==> config.mk <==
export PLATFORM = sky130hd
export DESIGN_NAME = btb_predict
export DESIGN_NICKNAME = d
export VERILOG_FILES = /design/src/rtl/btb_predict_pkg.sv /design/src/rtl/btb_predict_lookup.sv /design/src/rtl/btb_predict.sv
export SDC_FILE = /design/constraint.sdc
export NUM_CORES = 1
export LEC_CHECK = 0
export CAP_MARGIN = 15
export CORE_ASPECT_RATIO = 0.5
export CORE_MARGIN = 2
export CORE_UTILIZATION = 35
export DETAILED_ROUTE_END_ITERATION = 10
export PLACE_DENSITY = 0.71
export SETUP_SLACK_MARGIN = 0.15
export SYNTH_ARGS = -nofsm -noshare
export SYNTH_HDL_FRONTEND = slang
export SYNTH_SLANG_ARGS = --single-unit
==> constraint.sdc <==
create_clock -name clk -period 6.2 [get_ports clk]
set_input_delay 1.86 -clock clk [delete_from_list [all_inputs] [get_ports clk]]
set_output_delay 1.86 -clock clk [all_outputs]
set_load 0.1 [all_outputs]
==> src/rtl/btb_predict_pkg.sv <==
// Shared types and constants for the branch target cache predict side.
package btb_predict_pkg;

    localparam int unsigned NENT_DEF = 8;
    localparam int unsigned AW_DEF   = 32;
    localparam int unsigned PC_STEP  = 4;

    typedef enum logic [1:0] {
        SNT = 2'd0,
        WNT = 2'd1,
        WT  = 2'd2,
        ST  = 2'd3
    } bp_state_e;

    typedef struct packed {
        logic [AW_DEF-1:0] pc;
        logic [AW_DEF-1:0] next_pc;
    } inflight_t;

endpackage

==> src/rtl/btb_predict_lookup.sv <==
// Combinational priority lookup over the packed entries; lowest hitting index wins.
module btb_lookup
    import btb_predict_pkg::*;
#(
    parameter int unsigned NENT = NENT_DEF,
    parameter int unsigned AW   = AW_DEF
) (
    input  logic [AW-1:0]      pc,
    input  logic [NENT-1:0]    ent_valid,
    input  logic [NENT*AW-1:0] ent_tag,
    input  logic [NENT*AW-1:0] ent_target,
    input  logic [NENT*2-1:0]  ent_state,
    output logic               hit_c,
    output logic               taken_c,
    output logic [2:0]         idx_c,
    output logic [AW-1:0]      next_pc_c
);

    logic [AW-1:0] tgt;
    bp_state_e     st;

    // Scan high to low so the lowest matching entry is the last to overwrite.
    always_comb begin
        hit_c = 1'b0;
        idx_c = '0;
        tgt   = '0;
        st    = SNT;
        for (int i = int'(NENT) - 1; i >= 0; i--) begin
            if (ent_valid[i] && (ent_tag[i*AW +: AW] == pc)) begin
                hit_c = 1'b1;
                idx_c = 3'(i);
                tgt   = ent_target[i*AW +: AW];
                st    = bp_state_e'(ent_state[i*2 +: 2]);
            end
        end
        taken_c   = hit_c && ((st == WT) || (st == ST));
        next_pc_c = taken_c ? tgt : pc + AW'(PC_STEP);
    end

endmodule

==> src/rtl/btb_predict.sv <==
// Predict side of the branch target cache: lookup pipeline, in-flight FIFO, resolve/redirect.
// Optional BTB_PREDICT_PERF_EN adds saturating lookup/hit/mispredict counters.
module btb_predict
    import btb_predict_pkg::*;
#(
    parameter int unsigned NENT   = NENT_DEF,
    parameter int unsigned QDEPTH = 4,
    parameter int unsigned AW     = AW_DEF
) (
    input  logic               clk,
    input  logic               rst_n,
    input  logic               fetch_valid,
    input  logic [AW-1:0]      fetch_pc,
    output logic               fetch_ready,
    input  logic [NENT-1:0]    ent_valid,
    input  logic [NENT*AW-1:0] ent_tag,
    input  logic [NENT*AW-1:0] ent_target,
    input  logic [NENT*2-1:0]  ent_state,
    output logic               pred_valid,
    input  logic               pred_ready,
    output logic [AW-1:0]      pred_pc,
    output logic [AW-1:0]      pred_next_pc,
    output logic               pred_hit,
    output logic               pred_taken,
    output logic [2:0]         pred_idx,
    input  logic               res_valid,
    input  logic               res_taken,
    input  logic [AW-1:0]      res_target,
    output logic               redirect,
    output logic [AW-1:0]      redirect_pc,
    output logic               q_full,
`ifdef BTB_PREDICT_PERF_EN
    output logic [31:0]        perf_lookups,
    output logic [31:0]        perf_hits,
    output logic [31:0]        perf_mispred,
`endif
    output logic               err_underflow
);

    localparam int unsigned PW = $clog2(QDEPTH);
    localparam int unsigned CW = PW + 1;

    logic          lk_hit, lk_taken;
    logic [2:0]    lk_idx;
    logic [AW-1:0] lk_next;

    btb_lookup #(.NENT(NENT), .AW(AW)) u_lookup (
        .pc         (fetch_pc),
        .ent_valid  (ent_valid),
        .ent_tag    (ent_tag),
        .ent_target (ent_target),
        .ent_state  (ent_state),
        .hit_c      (lk_hit),
        .taken_c    (lk_taken),
        .idx_c      (lk_idx),
        .next_pc_c  (lk_next)
    );

    logic          pred_valid_q, pred_valid_d, pred_hit_q, pred_hit_d, pred_taken_q, pred_taken_d;
    logic [2:0]    pred_idx_q, pred_idx_d;
    logic [AW-1:0] pred_pc_q, pred_pc_d, pred_next_q, pred_next_d;
    inflight_t     fifo_q [QDEPTH];
    inflight_t     fifo_d [QDEPTH];
    logic [PW-1:0] wr_ptr_q, wr_ptr_d, rd_ptr_q, rd_ptr_d;
    logic [CW-1:0] count_q, count_d;
    logic          redirect_q, redirect_d, err_q, err_d;
    logic [AW-1:0] redirect_pc_q, redirect_pc_d;
`ifdef BTB_PREDICT_PERF_EN
    logic [31:0]   lookups_q, lookups_d, hits_q, hits_d, mispred_q, mispred_d;
`endif

    logic          full, accept, pred_fire, pop, mispred;
    logic [AW-1:0] head_pc, head_next, actual;

    always_comb begin
        full        = (count_q == CW'(QDEPTH));
        pred_fire   = pred_valid_q && pred_ready && !full;
        fetch_ready = !pred_valid_q || pred_fire;
        accept      = fetch_valid && fetch_ready;
        head_pc     = AW'(fifo_q[rd_ptr_q].pc);
        head_next   = AW'(fifo_q[rd_ptr_q].next_pc);
        actual      = res_taken ? res_target : head_pc + AW'(PC_STEP);
        pop         = res_valid && (count_q != '0);
        mispred     = pop && (actual != head_next);
    end

    // Next-state: pipeline register, FIFO with flush-on-mispredict, redirect pulse.
    always_comb begin
        pred_valid_d  = pred_valid_q;
        pred_pc_d     = pred_pc_q;
        pred_next_d   = pred_next_q;
        pred_hit_d    = pred_hit_q;
        pred_taken_d  = pred_taken_q;
        pred_idx_d    = pred_idx_q;
        fifo_d        = fifo_q;
        wr_ptr_d      = wr_ptr_q;
        rd_ptr_d      = rd_ptr_q;
        count_d       = count_q;
        redirect_d    = mispred;
        redirect_pc_d = mispred ? actual : '0;
        err_d         = err_q || (res_valid && (count_q == '0));

        if (mispred) begin
            pred_valid_d = 1'b0;
        end else if (accept) begin
            pred_valid_d = 1'b1;
            pred_pc_d    = fetch_pc;
            pred_next_d  = lk_next;
            pred_hit_d   = lk_hit;
            pred_taken_d = lk_taken;
            pred_idx_d   = lk_idx;
        end else if (pred_fire) begin
            pred_valid_d = 1'b0;
        end

        if (mispred) begin
            wr_ptr_d = '0;
            rd_ptr_d = '0;
            count_d  = '0;
        end else begin
            if (pred_fire) begin
                fifo_d[wr_ptr_q].pc      = AW_DEF'(pred_pc_q);
                fifo_d[wr_ptr_q].next_pc = AW_DEF'(pred_next_q);
                wr_ptr_d                 = wr_ptr_q + PW'(1);
            end
            if (pop) rd_ptr_d = rd_ptr_q + PW'(1);
            count_d = count_q + CW'(pred_fire) - CW'(pop);
        end
    end

`ifdef BTB_PREDICT_PERF_EN
    always_comb begin
        lookups_d = lookups_q;
        hits_d    = hits_q;
        mispred_d = mispred_q;
        if (accept && (lookups_q != '1))          lookups_d = lookups_q + 32'd1;
        if (accept && lk_hit && (hits_q != '1))   hits_d    = hits_q + 32'd1;
        if (mispred && (mispred_q != '1))         mispred_d = mispred_q + 32'd1;
    end

    always_ff @(posedge clk or negedge rst_n) begin
        if (!rst_n) begin
            lookups_q <= '0;
            hits_q    <= '0;
            mispred_q <= '0;
        end else begin
            lookups_q <= lookups_d;
            hits_q    <= hits_d;
            mispred_q <= mispred_d;
        end
    end

    assign perf_lookups = lookups_q;
    assign perf_hits    = hits_q;
    assign perf_mispred = mispred_q;
`endif

    always_ff @(posedge clk or negedge rst_n) begin
        if (!rst_n) begin
            pred_valid_q  <= 1'b0;
            pred_pc_q     <= '0;
            pred_next_q   <= '0;
            pred_hit_q    <= 1'b0;
            pred_taken_q  <= 1'b0;
            pred_idx_q    <= '0;
            for (int i = 0; i < int'(QDEPTH); i++) fifo_q[i] <= '0;
            wr_ptr_q      <= '0;
            rd_ptr_q      <= '0;
            count_q       <= '0;
            redirect_q    <= 1'b0;
            redirect_pc_q <= '0;
            err_q         <= 1'b0;
        end else begin
            pred_valid_q  <= pred_valid_d;
            pred_pc_q     <= pred_pc_d;
            pred_next_q   <= pred_next_d;
            pred_hit_q    <= pred_hit_d;
            pred_taken_q  <= pred_taken_d;
            pred_idx_q    <= pred_idx_d;
            fifo_q        <= fifo_d;
            wr_ptr_q      <= wr_ptr_d;
            rd_ptr_q      <= rd_ptr_d;
            count_q       <= count_d;
            redirect_q    <= redirect_d;
            redirect_pc_q <= redirect_pc_d;
            err_q         <= err_d;
        end
    end

    assign pred_valid    = pred_valid_q;
    assign pred_pc       = pred_pc_q;
    assign pred_next_pc  = pred_next_q;
    assign pred_hit      = pred_hit_q;
    assign pred_taken    = pred_taken_q;
    assign pred_idx      = pred_idx_q;
    assign redirect      = redirect_q;
    assign redirect_pc   = redirect_pc_q;
    assign q_full        = full;
    assign err_underflow = err_q;

endmodule

==> qor.tcl, run 1 <==
set qor(clkSlewWorstSetupHoldPaths_ns) 0.06
set qor(worst_slew_pin_tran_ns) 1.14
set qor(postSynthNetCount) 2825
set qor(post_cts_buffers) 0
set qor(setup_repair_after_global_routing_missed_its_margin) {no}
set qor(rr_endpoint) {pred_next_pc[29]$_DFFE_PN0P_}
set qor(tritoncts) {built}
set qor(crit_path_required_time_ns) 6.61
set qor(route.vias.total) 21776
set qor(synth_edf_count) 0
set qor(cts_hold_buf) 0
set qor(floorplan.rows) 67
set qor(fin_util_pct) 50.0
set qor(setup-violations-final) 0
set qor(drt-total-wl_mm) 114
set qor(area.growth.synth_to_final_pct) 41.8
set qor(worst_slew_margin_rel_pct) 23.9
set qor(cts_buffers) 37
set qor(full_die_area_mm2) 0.0696
set qor(synthesis.area_per_instance_um2) 10.7
set qor(worstSetupEndpointType) {flip-flop}
set qor(ys_seq_elements) 367
set qor(setup.worst_path.start) {fetch_pc[6]}
set qor(whs_endpoint) {err_underflow$_DFF_PN0_}
set qor(dp.final_hpwl_mm) 91.1
set qor(regToRegStartpoint) {rd_ptr_q[0]$_DFFE_PN0P_}
set qor(min_period_ns) 5.91
set qor(ios) 712
set qor(postSynth.topFlopCell) {dfrtp_1}
set qor(syn_inst) 2210
set qor(drt_first_pass_iters) 8
set qor(antenna_violating_nets_post_route) 0
set qor(grt_max_degree) 126
set qor(dpl.cell_count) 3773
set qor(netSwitchingFraction_pct) 46.4
set qor(preCtsSetupSlack_ns) -0.0578
set qor(syn-cell-area_mm2) 0.0236
set qor(yosys_warns) 0
set qor(initial_core_util_pct) 35.3
set qor(timing.final.ws_setup_ns) 0.289
set qor(mostFrequentLayoutCell) {clkdlybuf4s50_1}
set qor(io_buffer_count) 703
set qor(layout.cells.most_common_list) {clkdlybuf4s50_1, dfrtp_1, mux2_1}
set qor(internal-power_uw) 6850
set qor(ff2ff_path_depth) 12
set qor(core_region_area_mm2) 0.0668
set qor(ys_seq_area_share_pct) 39.0
set qor(finish.cell_count_without_fillers) 3845
set qor(number_of_antenna_violations_at_the_first_check_in_global_routing) 11
set qor(grt.overflow.total) 0
set qor(maxCapViolations) 0
set qor(ctsLongestPathBuffers) 3
set qor(netlist_cell_types) 76
set qor(power-per-cell-area_mw_per_mm2) 382
set qor(total_switching_power_uw) 5940
set qor(final_setup_tns_ns) 0
set qor(cp.arrival_ns) 6.32
set qor(timing.reg2reg.setup_slack_ns) 0.60
set qor(hold_depth) 1
set qor(seqPwrFrac_pct) 33.4
set qor(cts-htree-levels) 2
set qor(min_path_type) {reg -> reg}
set qor(result_of_the_run) {finished clean}
set qor(final.fill_count) 6079
set qor(timing.clock.skew_ns) 0.0526
set qor(path_max_fanout) 27
set qor(hold_path_startpoint) {err_underflow$_DFF_PN0_}
set qor(critical_path.startpoint_type) {input pin}
set qor(clock-root-buffer) {clkbuf_16}
set qor(min_period_over_period_pct) 95.3
set qor(ir_drop_v) 0.000290
set qor(number_of_sinks_handled_by_clock_tree_synthesis) 367
set qor(finalHoldViolCount) 0
set qor(achievable-frequency_mhz) 169
set qor(grt_pass1_wl_mm) 160
set qor(post_route_cells_drive_above_1_share_pct) 11.8
set qor(drt_first_iter_violations) 2627
set qor(holdWs_ns) 0.473
set qor(leakage_uw) 0.0137
set qor(die_x_um) 371
set qor(first_global_vias) 21919
set qor(chipHeight_um) 188
set qor(synthArstFlopShare_pct) 100
set qor(finalWeightedCongestion) 1.00
set qor(clk-insertion-delay-late_ns) 0.57
set qor(gr-usage-all-layers_pct) 32.0
set qor(combinationalPowerShare_pct) 47.8
set qor(number_of_remaining_drc_errors) 0
set qor(finalNetCount) 3530
set qor(drt-wirelength-per-cell_um) 29.6
set qor(final-max-slew-violation-count) 0
set qor(critical_setup_path_kind) {in -> reg}
set qor(postCtsResizedCells) 0
set qor(clock_power_share_pct) 18.8
set qor(via_per_inst) 5.66
-- state kept, by name, summed over array words and instances, names as in the netlist, 2 cells and up --
signal and cells:
count_q 3, rd_ptr_q 2, pred_pc 32, redirect_pc 32, pred_idx 3, wr_ptr_q 2, pred_next_pc 32, fifo_q 256
-- per-layer routing --
metal / track usage (%) / vias to the layer above / part of all wire [%]
met5: 0 / - / 0.011
li1: - / 9418 / -
met4: 5.71 / 2 / 1.7
met3: 5.14 / 121 / 7.3
met1: 47.0 / 11294 / 45
met2: 50.1 / 941 / 46
-- kinds of logic (layout without fill, tap and decap cells) --
logic type	after synthesis	count (layout)	synth area share, %
AOI/OAI and AO/OA	280	280	8.57
xor gates and xnor gates	357	357	13.3
adders and majority gates	9	9	0.510
buffers and inverters	179	909	3.58
DFF	367	367	39.0
muxes	411	411	22.6
other	0	8	0
and+or+nand+nor	607	607	12.5
-- worst max-delay path, stage by stage --
cell             delay [ns]
clkdlybuf4s50_1        0.60
xor2_1                 0.26
nor4_1                 0.85
nand3_1                0.40
or3_2                  0.73
buf_12                 0.26
buf_4                  0.17
nor2_1                 0.09
a31oi_1                0.11
a221oi_1               0.51
mux2i_1                0.15
mux2_2                 0.29
-- synth_stat cells, types with 4 or more instances --
cell type,count,area [µm²]
a211o_1,23,201
xor2_1,203,1780
nand2b_1,10,62.6
xnor2_1,154,1350
o21ba_2,6,60.1
a221oi_1,31,272
nand4_1,44,275
a31oi_1,38,238
and4_1,4,35.0
mux2_2,57,642
buf_2,15,75.1
clkbuf_1,84,315
nor3_1,27,135
nor4b_1,6,52.6
a41oi_1,7,61.3
o211ai_1,4,30.0
nand3_1,39,195
a21oi_1,84,420
nand2_1,140,526
or4_1,4,30.0
dfrtp_1,367,9180
nor3b_1,9,67.6
a222oi_1,25,250
o311ai_0,4,35.0
nor2_1,213,800
mux4_2,64,1440
or3_1,7,43.8
mux2_1,270,3040
buf_4,30,225
a21o_1,4,30.0
nor2b_1,6,37.5
and2_1,9,56.3
buf_6,4,45.0
a211oi_1,8,60.1
buf_1,28,105
ha_1,8,100
and3_1,14,87.6
a21oi_4,4,65.1
nor4_1,52,325
mux2i_1,20,200
o21ai_0,19,95.1
inv_1,15,56.3
-- area by class of cell --
| class | count | area [µm²] | share of cell area, % |
|---|---|---|---|
| sequential | 367 | 9190 | 27.5 |
| timing repair buffer | 828 | 8150 | 24.4 |
| multi-input combinational | 1664 | 13600 | 40.6 |
| antenna | 8 | 20.0 | 0.0599 |
| clock inverter | 19 | 289 | 0.865 |
| clock buffer | 45 | 1020 | 3.04 |
| tap | 897 | 1120 | 3.36 |
| inverter | 17 | 63.8 | 0.191 |
-- how the worst max path moves through the flow --
stage,end,cells past startpoint
floorplan,pred_next_pc[7]$_DFFE_PN0P_,14
global placement,pred_next_pc[14]$_DFFE_PN0P_,15
detailed placement,pred_next_pc[18]$_DFFE_PN0P_,12
CTS,pred_next_pc[18]$_DFFE_PN0P_,12
global route,pred_next_pc[0]$_DFFE_PN0P_,12
finish,pred_next_pc[18]$_DFFE_PN0P_,12
-- stage by stage --
step                total power [µW]  instance area [µm²]
floorplan                       7960                23600
global placement               10200                32100
detailed placement             10300                32100
CTS                            12800                33400
global route                   13300                33400
finish                         12800                33400
-- power by group through the flow --
| stage | clock network (µW) | registers (µW) | logic [µW] |
|---|---|---|---|
| after floorplan | 0 | 5740 | 2220 |
| after global placement | 0 | 4190 | 6000 |
| after detailed placement | 0 | 4270 | 6070 |
| after CTS | 2440 | 4230 | 6100 |
| after global routing | 2550 | 4360 | 6360 |
| final | 2410 | 4270 | 6110 |
(Power assumes the default switching activity.)
==> run 2: changes to the inputs <==
--- a/config.mk
+++ b/config.mk
@@ -12,6 +12,7 @@
 export DETAILED_ROUTE_END_ITERATION = 10
 export PLACE_DENSITY = 0.71
 export SETUP_SLACK_MARGIN = 0.15
+export SKIP_LAST_GASP = 1
 export SYNTH_ARGS = -nofsm -noshare
 export SYNTH_HDL_FRONTEND = slang
 export SYNTH_SLANG_ARGS = --single-unit
==> results of run 2 <==
No change in the layout: final DEF, timing and power equal those of run 1.
